==> src/rtl/alu_src_stage.sv <==
// ALU operand-B source stage: captures register data, extended immediate and source select,
// decoupling decode from execute through a 2-entry valid/ready skid buffer.
module alu_src_stage #(
  parameter int unsigned DATA_W = 32,
  parameter int unsigned IMM_W  = 16
) (
  input  logic              clk,
  input  logic              rst_n,
  input  logic              inValid,
  output logic              inReady,
  input  logic [DATA_W-1:0] inRegData,
  input  logic [IMM_W-1:0]  inImm,
  input  logic              inZeroExt,
  input  logic              inALUSel,
  input  logic              flush,
  output logic              outValid,
  input  logic              outReady,
  output logic [DATA_W-1:0] regData,
  output logic [DATA_W-1:0] signData,
  output logic              mALUSel,
  output logic [1:0]        level
);

  localparam int unsigned ExtW = DATA_W - IMM_W;

  logic              main_valid_q, main_valid_d;
  logic [DATA_W-1:0] main_reg_q, main_reg_d;
  logic [DATA_W-1:0] main_sgn_q, main_sgn_d;
  logic              main_sel_q, main_sel_d;
  logic              skid_valid_q, skid_valid_d;
  logic [DATA_W-1:0] skid_reg_q, skid_reg_d;
  logic [DATA_W-1:0] skid_sgn_q, skid_sgn_d;
  logic              skid_sel_q, skid_sel_d;

  logic [DATA_W-1:0] ext_imm;
  logic              accept;
  logic              pop;

  assign ext_imm = {{ExtW{~inZeroExt & inImm[IMM_W-1]}}, inImm};

  // inReady depends only on registered state, so outReady never reaches it combinationally.
  assign inReady = ~skid_valid_q;
  assign accept  = inValid & inReady;
  assign pop     = main_valid_q & outReady;

  always_comb begin
    main_valid_d = main_valid_q;
    main_reg_d   = main_reg_q;
    main_sgn_d   = main_sgn_q;
    main_sel_d   = main_sel_q;
    skid_valid_d = skid_valid_q;
    skid_reg_d   = skid_reg_q;
    skid_sgn_d   = skid_sgn_q;
    skid_sel_d   = skid_sel_q;

    if (flush) begin
      main_valid_d = 1'b0;
      skid_valid_d = 1'b0;
    end else if (!main_valid_q || (pop && !skid_valid_q)) begin
      main_valid_d = accept;
      if (accept) begin
        main_reg_d = inRegData;
        main_sgn_d = ext_imm;
        main_sel_d = inALUSel;
      end
    end else if (pop) begin
      // Skid is full here, so inReady was low and nothing was accepted.
      main_reg_d   = skid_reg_q;
      main_sgn_d   = skid_sgn_q;
      main_sel_d   = skid_sel_q;
      skid_valid_d = 1'b0;
    end else if (accept) begin
      skid_valid_d = 1'b1;
      skid_reg_d   = inRegData;
      skid_sgn_d   = ext_imm;
      skid_sel_d   = inALUSel;
    end
  end

  always_ff @(posedge clk or negedge rst_n) begin
    if (!rst_n) begin
      main_valid_q <= 1'b0;
      main_reg_q   <= '0;
      main_sgn_q   <= '0;
      main_sel_q   <= 1'b0;
      skid_valid_q <= 1'b0;
      skid_reg_q   <= '0;
      skid_sgn_q   <= '0;
      skid_sel_q   <= 1'b0;
    end else begin
      main_valid_q <= main_valid_d;
      main_reg_q   <= main_reg_d;
      main_sgn_q   <= main_sgn_d;
      main_sel_q   <= main_sel_d;
      skid_valid_q <= skid_valid_d;
      skid_reg_q   <= skid_reg_d;
      skid_sgn_q   <= skid_sgn_d;
      skid_sel_q   <= skid_sel_d;
    end
  end

  assign outValid = main_valid_q;
  assign regData  = main_reg_q;
  assign signData = main_sgn_q;
  assign mALUSel  = main_sel_q;
  assign level    = {1'b0, main_valid_q} + {1'b0, skid_valid_q};

endmodule

==> config.mk <==
export PLATFORM = sky130hd
export DESIGN_NAME = alu_src_stage
export DESIGN_NICKNAME = d
export VERILOG_FILES = /design/src/rtl/alu_src_stage.sv
export SDC_FILE = /design/constraint.sdc
export NUM_CORES = 1
export LEC_CHECK = 0
export ABC_AREA = 1
export BUFFER_PORTS_ARGS = -buffer_cell sky130_fd_sc_hd__buf_2
export CAP_MARGIN = 10
export CORE_UTILIZATION = 50
export CTS_CLUSTER_SIZE = 20
export DETAILED_ROUTE_END_ITERATION = 6
export PLACE_DENSITY = 0.73
export SYNTH_ARGS = -nofsm -noshare
export SYNTH_HDL_FRONTEND = slang
export SYNTH_SLANG_ARGS = --single-unit
export TNS_END_PERCENT = 1
==> constraint.sdc <==
create_clock -name clk -period 1.9 [get_ports clk]
set_clock_uncertainty 0.2 [all_clocks]
set_input_delay 0 -clock clk [delete_from_list [all_inputs] [get_ports clk]]
set_output_delay 0 -clock clk [all_outputs]
set_load 0.005 [all_outputs]
Word-level counts from Yosys, hierarchy flattened
Index checks and enable logic that the tools add are counted.
{ "totals": {"wordCells": 44, "out_inout_bits": 69, "ff_bits": 117, "inputBits": 55} }
{ "op_classes": {"mux": 15, "reduce_logical": 10, "add_sub_neg": 1, "n_eq_ne": 2, "bitwise_logic": 8} }
{ "ops": {"columns": ["op", "n"], "rows": [
  ["two-way mux 32 bit", 6],
  ["two-way mux 1 bit", 9],
  ["NOT 1 bit", 5],
  ["inequality test 2 bit (second input constant)", 2],
  ["AND reduction 4 bit", 1],
  ["nonzero test 2 bit", 2],
  ["bitwise AND 1 bit", 3],
  ["AND reduction 3 bit", 1],
  ["nonzero test 3 bit", 1],
  ["adder 1 x 1 -> 2 bit", 1],
  ["zero test 1 bit", 2],
  ["AND reduction 2 bit", 1],
  ["logical AND 1 bit", 1],
  ["logical OR 1 bit", 1]
]} }

Depth between registers and ports, before layout
{ "logic_depth": {"word_depth": 6, "depth_mapped": 8} }

Least setup slack after synthesis
No wires, ideal clock.
{ "synth_path": {"path_kind": "reg-to-reg", "startpoint": "register main_valid_q (netlist: outValid)", "endpoint": "register main_sgn_q[30] (netlist: signData[30])", "path_stages_with_launch": 8, "arrival_time_ns": 1.224, "setup_slack_ns": 0.411, "required_time_ns": 1.634, "setup_ns": 0.066, "path_cell_list": "dfrtp_1 > buf_4 > nand2_2 > nand3_1 > nand2_2 > buf_6 > nand2_1 > nand2_1"} }
{ "synth_via": {"elab_chain_len": 5, "elab_cells_between_ends": 8, "classes_between": "eq/ne (1); mux (1); bitwise (1); reduce/logical (5)"} }
{ "synth_rtl": {"columns": ["item", "line", "rtl"], "rows": [
  ["from (decl)", "26", "logic main_valid_q, main_valid_d;"],
  ["from (signal assigned)", "91", "main_valid_q <= main_valid_d;"],
  ["bitwise AND 1 bit", "44", "assign pop = main_valid_q & outReady;"],
  ["logical AND 1 bit", "59", "end else if (!main_valid_q || (pop && !skid_valid_q)) begin"],
  ["logical OR 1 bit", "59", null],
  ["inequality test 2 bit (no source line) or nonzero test 2 bit (tied branches)", null, null],
  ["AND reduction 3 bit (no source line)", null, null],
  ["to (signal assigned)", "93", "main_sgn_q <= main_sgn_d;"],
  ["to (decl)", "28", "logic [DATA_W-1:0] main_sgn_q, main_sgn_d;"]
]} }
Parallel ways exist; a longest one is shown, timed or not.
A chain may end at the register's enable or synchronous reset.

Worst setup path in the final report
{ "layout_path": {"startpoint": "register skid_valid_q", "endpoint": "register main_reg_q[20] (netlist: regData[20])"} }
{ "layout_via": {"elab_chain_len": 5, "elab_cells_between_ends": 9, "classes_between": "eq/ne (1); mux (1); bitwise (2); reduce/logical (5)"} }
{ "layout_rtl": {"columns": ["item", "line", "rtl"], "rows": [
  ["from (decl)", "30", "logic skid_valid_q, skid_valid_d;"],
  ["from (signal assigned)", "95", "skid_valid_q <= skid_valid_d;"],
  ["zero test 1 bit", "59", null],
  ["logical AND 1 bit", "59", null],
  ["logical OR 1 bit", "59", null],
  ["inequality test 2 bit (no source line) or nonzero test 2 bit (tied branches)", null, null],
  ["AND reduction 3 bit (no source line)", null, null],
  ["to (signal assigned)", "92", "main_reg_q <= main_reg_d;"],
  ["to (decl)", "27", "logic [DATA_W-1:0] main_reg_q, main_reg_d;"]
]} }
Parallel ways exist; a longest one is shown, timed or not.

==> flow_summary.json <==
{
  "status": "finished, final reports clean",
  "min_period_ns": 1.75,
  "critPathLaunchType": "flop",
  "powerDensity_mw_per_mm2": 945,
  "relSlewSlack": 0.629,
  "final_nets": 830,
  "grt.total_usage": 0.265,
  "clock.fmax_mhz": 570,
  "hp-class": "in -> async",
  "first_pass_iters": 5,
  "place_area_sq_mm": 0.00546,
  "peakVddDrop_v": 0.000501,
  "cts_buffer_depth": 2,
  "worstPathArrival_ns": 1.82,
  "numPortBuffers": 123,
  "clk_pin_slew_ns": 0.10,
  "end_kind": "flop",
  "utilization": 0.666,
  "synthFlopType": "dfrtp_1",
  "antenna_found_initial": 0,
  "worst_pin_slew_ns": 0.556,
  "vias_per_cell": 5.03,
  "drc_errors": 0,
  "die_area_sq_mm": 0.0100,
  "worstSetupPathType": "reg -> reg",
  "r2r.worst_path.cells": 8,
  "finalSetupTns_ns": 0,
  "critPathSlowestCell": "dfrtp_1",
  "grt_pass1_vias": 4321,
  "root_buffer": "clkbuf_8",
  "p_leak_nw": 3.55,
  "place_congestion": 0.786,
  "endpoint": "regData[20]$_DFFE_PN0P_",
  "syn_area_per_cell_sq_um": 7.71,
  "netlist_instances": 626,
  "syn-cell-area_sq_mm": 0.00482,
  "synth_most_common_cell": "nand2_1",
  "core_sq_mm": 0.00928,
  "r2r_end": "regData[20]$_DFFE_PN0P_",
  "routedWlPerCell_um": 13.6,
  "ys_types": 14,
  "path_cells": "inv_2, nand2_2, nand3_1, nand2_4, nand2_2, buf_12, nand2_1, nand2_1",
  "synth_edf_count": 0,
  "async_flop_share": 1.00,
  "ctsHtreeMaxLevel": 3,
  "synth_top_area_cell": "dfrtp_1",
  "grt_max_degree": 103,
  "syn_nets": 682,
  "start_util": 0.520,
  "ys_seq_area_frac": 0.529,
  "slowest_delay_ns": 0.41,
  "die_w_um": 100,
  "reg2reg_slack_ns": 0.15,
  "synth.top_cell.area_share": 0.529,
  "synthTopCellsByCount": "nand2_1, nand3_1, dfrtp_1",
  "cts_buffers": 9,
  "cts_sinks": 102,
  "drtIter0Drc": 300,
  "final_layout_size_suffix_gt1_frac": 0.209,
  "clk_latency_ns": 0.37,
  "overflow": 0,
  "ys_ff_latch": 102,
  "die_y_um": 100,
  "antenna_cells": 0,
  "yosys_warnings": 0,
  "cts_tree": "built",
  "crit_required_ns": 1.96,
  "place_hpwl_mm": 7.40,
  "rows": 35,
  "r2r_start": "skid_valid_q$_DFFE_PN0P_",
  "ios": 124,
  "setup_viol": 0,
  "rsz0062_at_grt": "no",
  "hold_viol": 0,
  "period_share": 0.923,
  "max_cap_viol_count": 0,
  "routed_wl_mm": 12.4,
  "vias": 4565,
  "worstPathMaxFanout": 36,
  "postRouteAntennaNets": 0,
  "syn_to_final_growth_pct": 28.1,
  "postCtsSetupRepairBufs": 0,
  "final_area_sq_mm": 0.00618,
  "crit_start": "skid_valid_q$_DFFE_PN0P_",
  "grt_pass1_wl_mm": 20.8,
  "synthTopCellsByArea": "dfrtp_1, nand2_1, nand3_1, buf_4, buf_2",
  "drv_slew": 0
}
## per-layer routing
metal	track usage	vias to the layer above	wire, um
li1	-	2236	-
met1	0.377	2104	5700
met2	0.401	198	5710
met3	0.0369	27	706
met4	0.127	0	268
met5	0	-	0
## worst max-delay path, delay by kind of cell, from the launching register on
kind	cells	cell delay [ns]
buffers and inverters	2	0.27
DFF	1	0.41
and+or+nand+nor	6	0.76
## metrics by stage
step	worst slack [ns]	hold WS, ns	instances	power, mW
after floorplan	0.411	-0.496	626	3.93
final	0.146	0.0119	908	5.84
after global routing	0.0247	0.0419	908	6.28
after CTS	0.119	0.00542	908	5.87
after detailed placement	0.129	-0.0917	838	4.52
after global placement	0.246	-0.0916	838	4.46
## where the power goes
part	internal [mW]	switching [mW]	leakage (nW)
logic	0.702	0.824	2.19
clock network	0.519	0.749	0.0828
registers	2.73	0.323	1.28
total	3.95	1.90	3.55
## layout make-up
| cell class | count | area [sq um] |
|---|---|---|
| fill | 784 | 3100 |
| sequential | 102 | 2550 |
| multi-input combinational | 463 | 1920 |
| timing repair buffer | 193 | 1350 |
| tap | 129 | 161 |
| clock buffer | 12 | 145 |
| clock inverter | 4 | 32.5 |
| inverter | 5 | 18.8 |
## timing repair
item	4_1_cts	5_1_grt
endpoints found under the hold margin	203	0
gates resized for setup	0	1
hold buffers	54	0
endpoints found under the setup margin	0	14
## worst min-delay path by stage
stage               startpoint                 endpoint  depth (start not counted)
floorplan                rst_n      mALUSel$_DFFE_PN0P_                          0
global placement         rst_n  regData[22]$_DFFE_PN0P_                          2
detailed placement       rst_n  regData[27]$_DFFE_PN0P_                          2
CTS                   outReady  regData[11]$_DFFE_PN0P_                          6
global route          outReady  regData[11]$_DFFE_PN0P_                          6
finish                   rst_n  regData[19]$_DFFE_PN0P_                          3
## cell families (layout without fill, tap and decap cells)
group           Yosys count  after routing  synth area share
simple gates            461            461             0.391
flops                   102            102             0.529
buf+inv                  61            214            0.0762
fa+ha+maj                 1              1           0.00259
compound gates            1              1           0.00104
## layout by cell type (no fill, tap or decap)
cell | netlist | routed
inv_2 | 2 | 2
clkbuf_8 | 0 | 10
nand2_1 | 351 | 350
dfrtp_1 | 102 | 101
ha_1 | 1 | 1
o21ai_0 | 1 | 1
nand2_2 | 4 | 4
clkbuf_1 | 12 | 2
clkinv_4 | 0 | 2
nor2_1 | 2 | 2
nand4_4 | 1 | 1
nand3_1 | 103 | 102
buf_4 | 16 | 11
dlygate4sd3_1 | 0 | 54
buf_12 | 0 | 6
dfrtp_2 | 0 | 1
nand2_4 | 0 | 1
inv_1 | 3 | 3
clkinvlp_4 | 0 | 2
nand3_2 | 0 | 1
buf_2 | 21 | 122
## flip-flops by register name (all words and copies together) (netlist names)
name / flops
skid_sel_q: 1
skid_sgn_q: 17
skid_reg_q: 32
skid_valid_q: 1
signData: 17
outValid: 1
regData: 32
mALUSel: 1
Power figures use the tool's default switching activity.
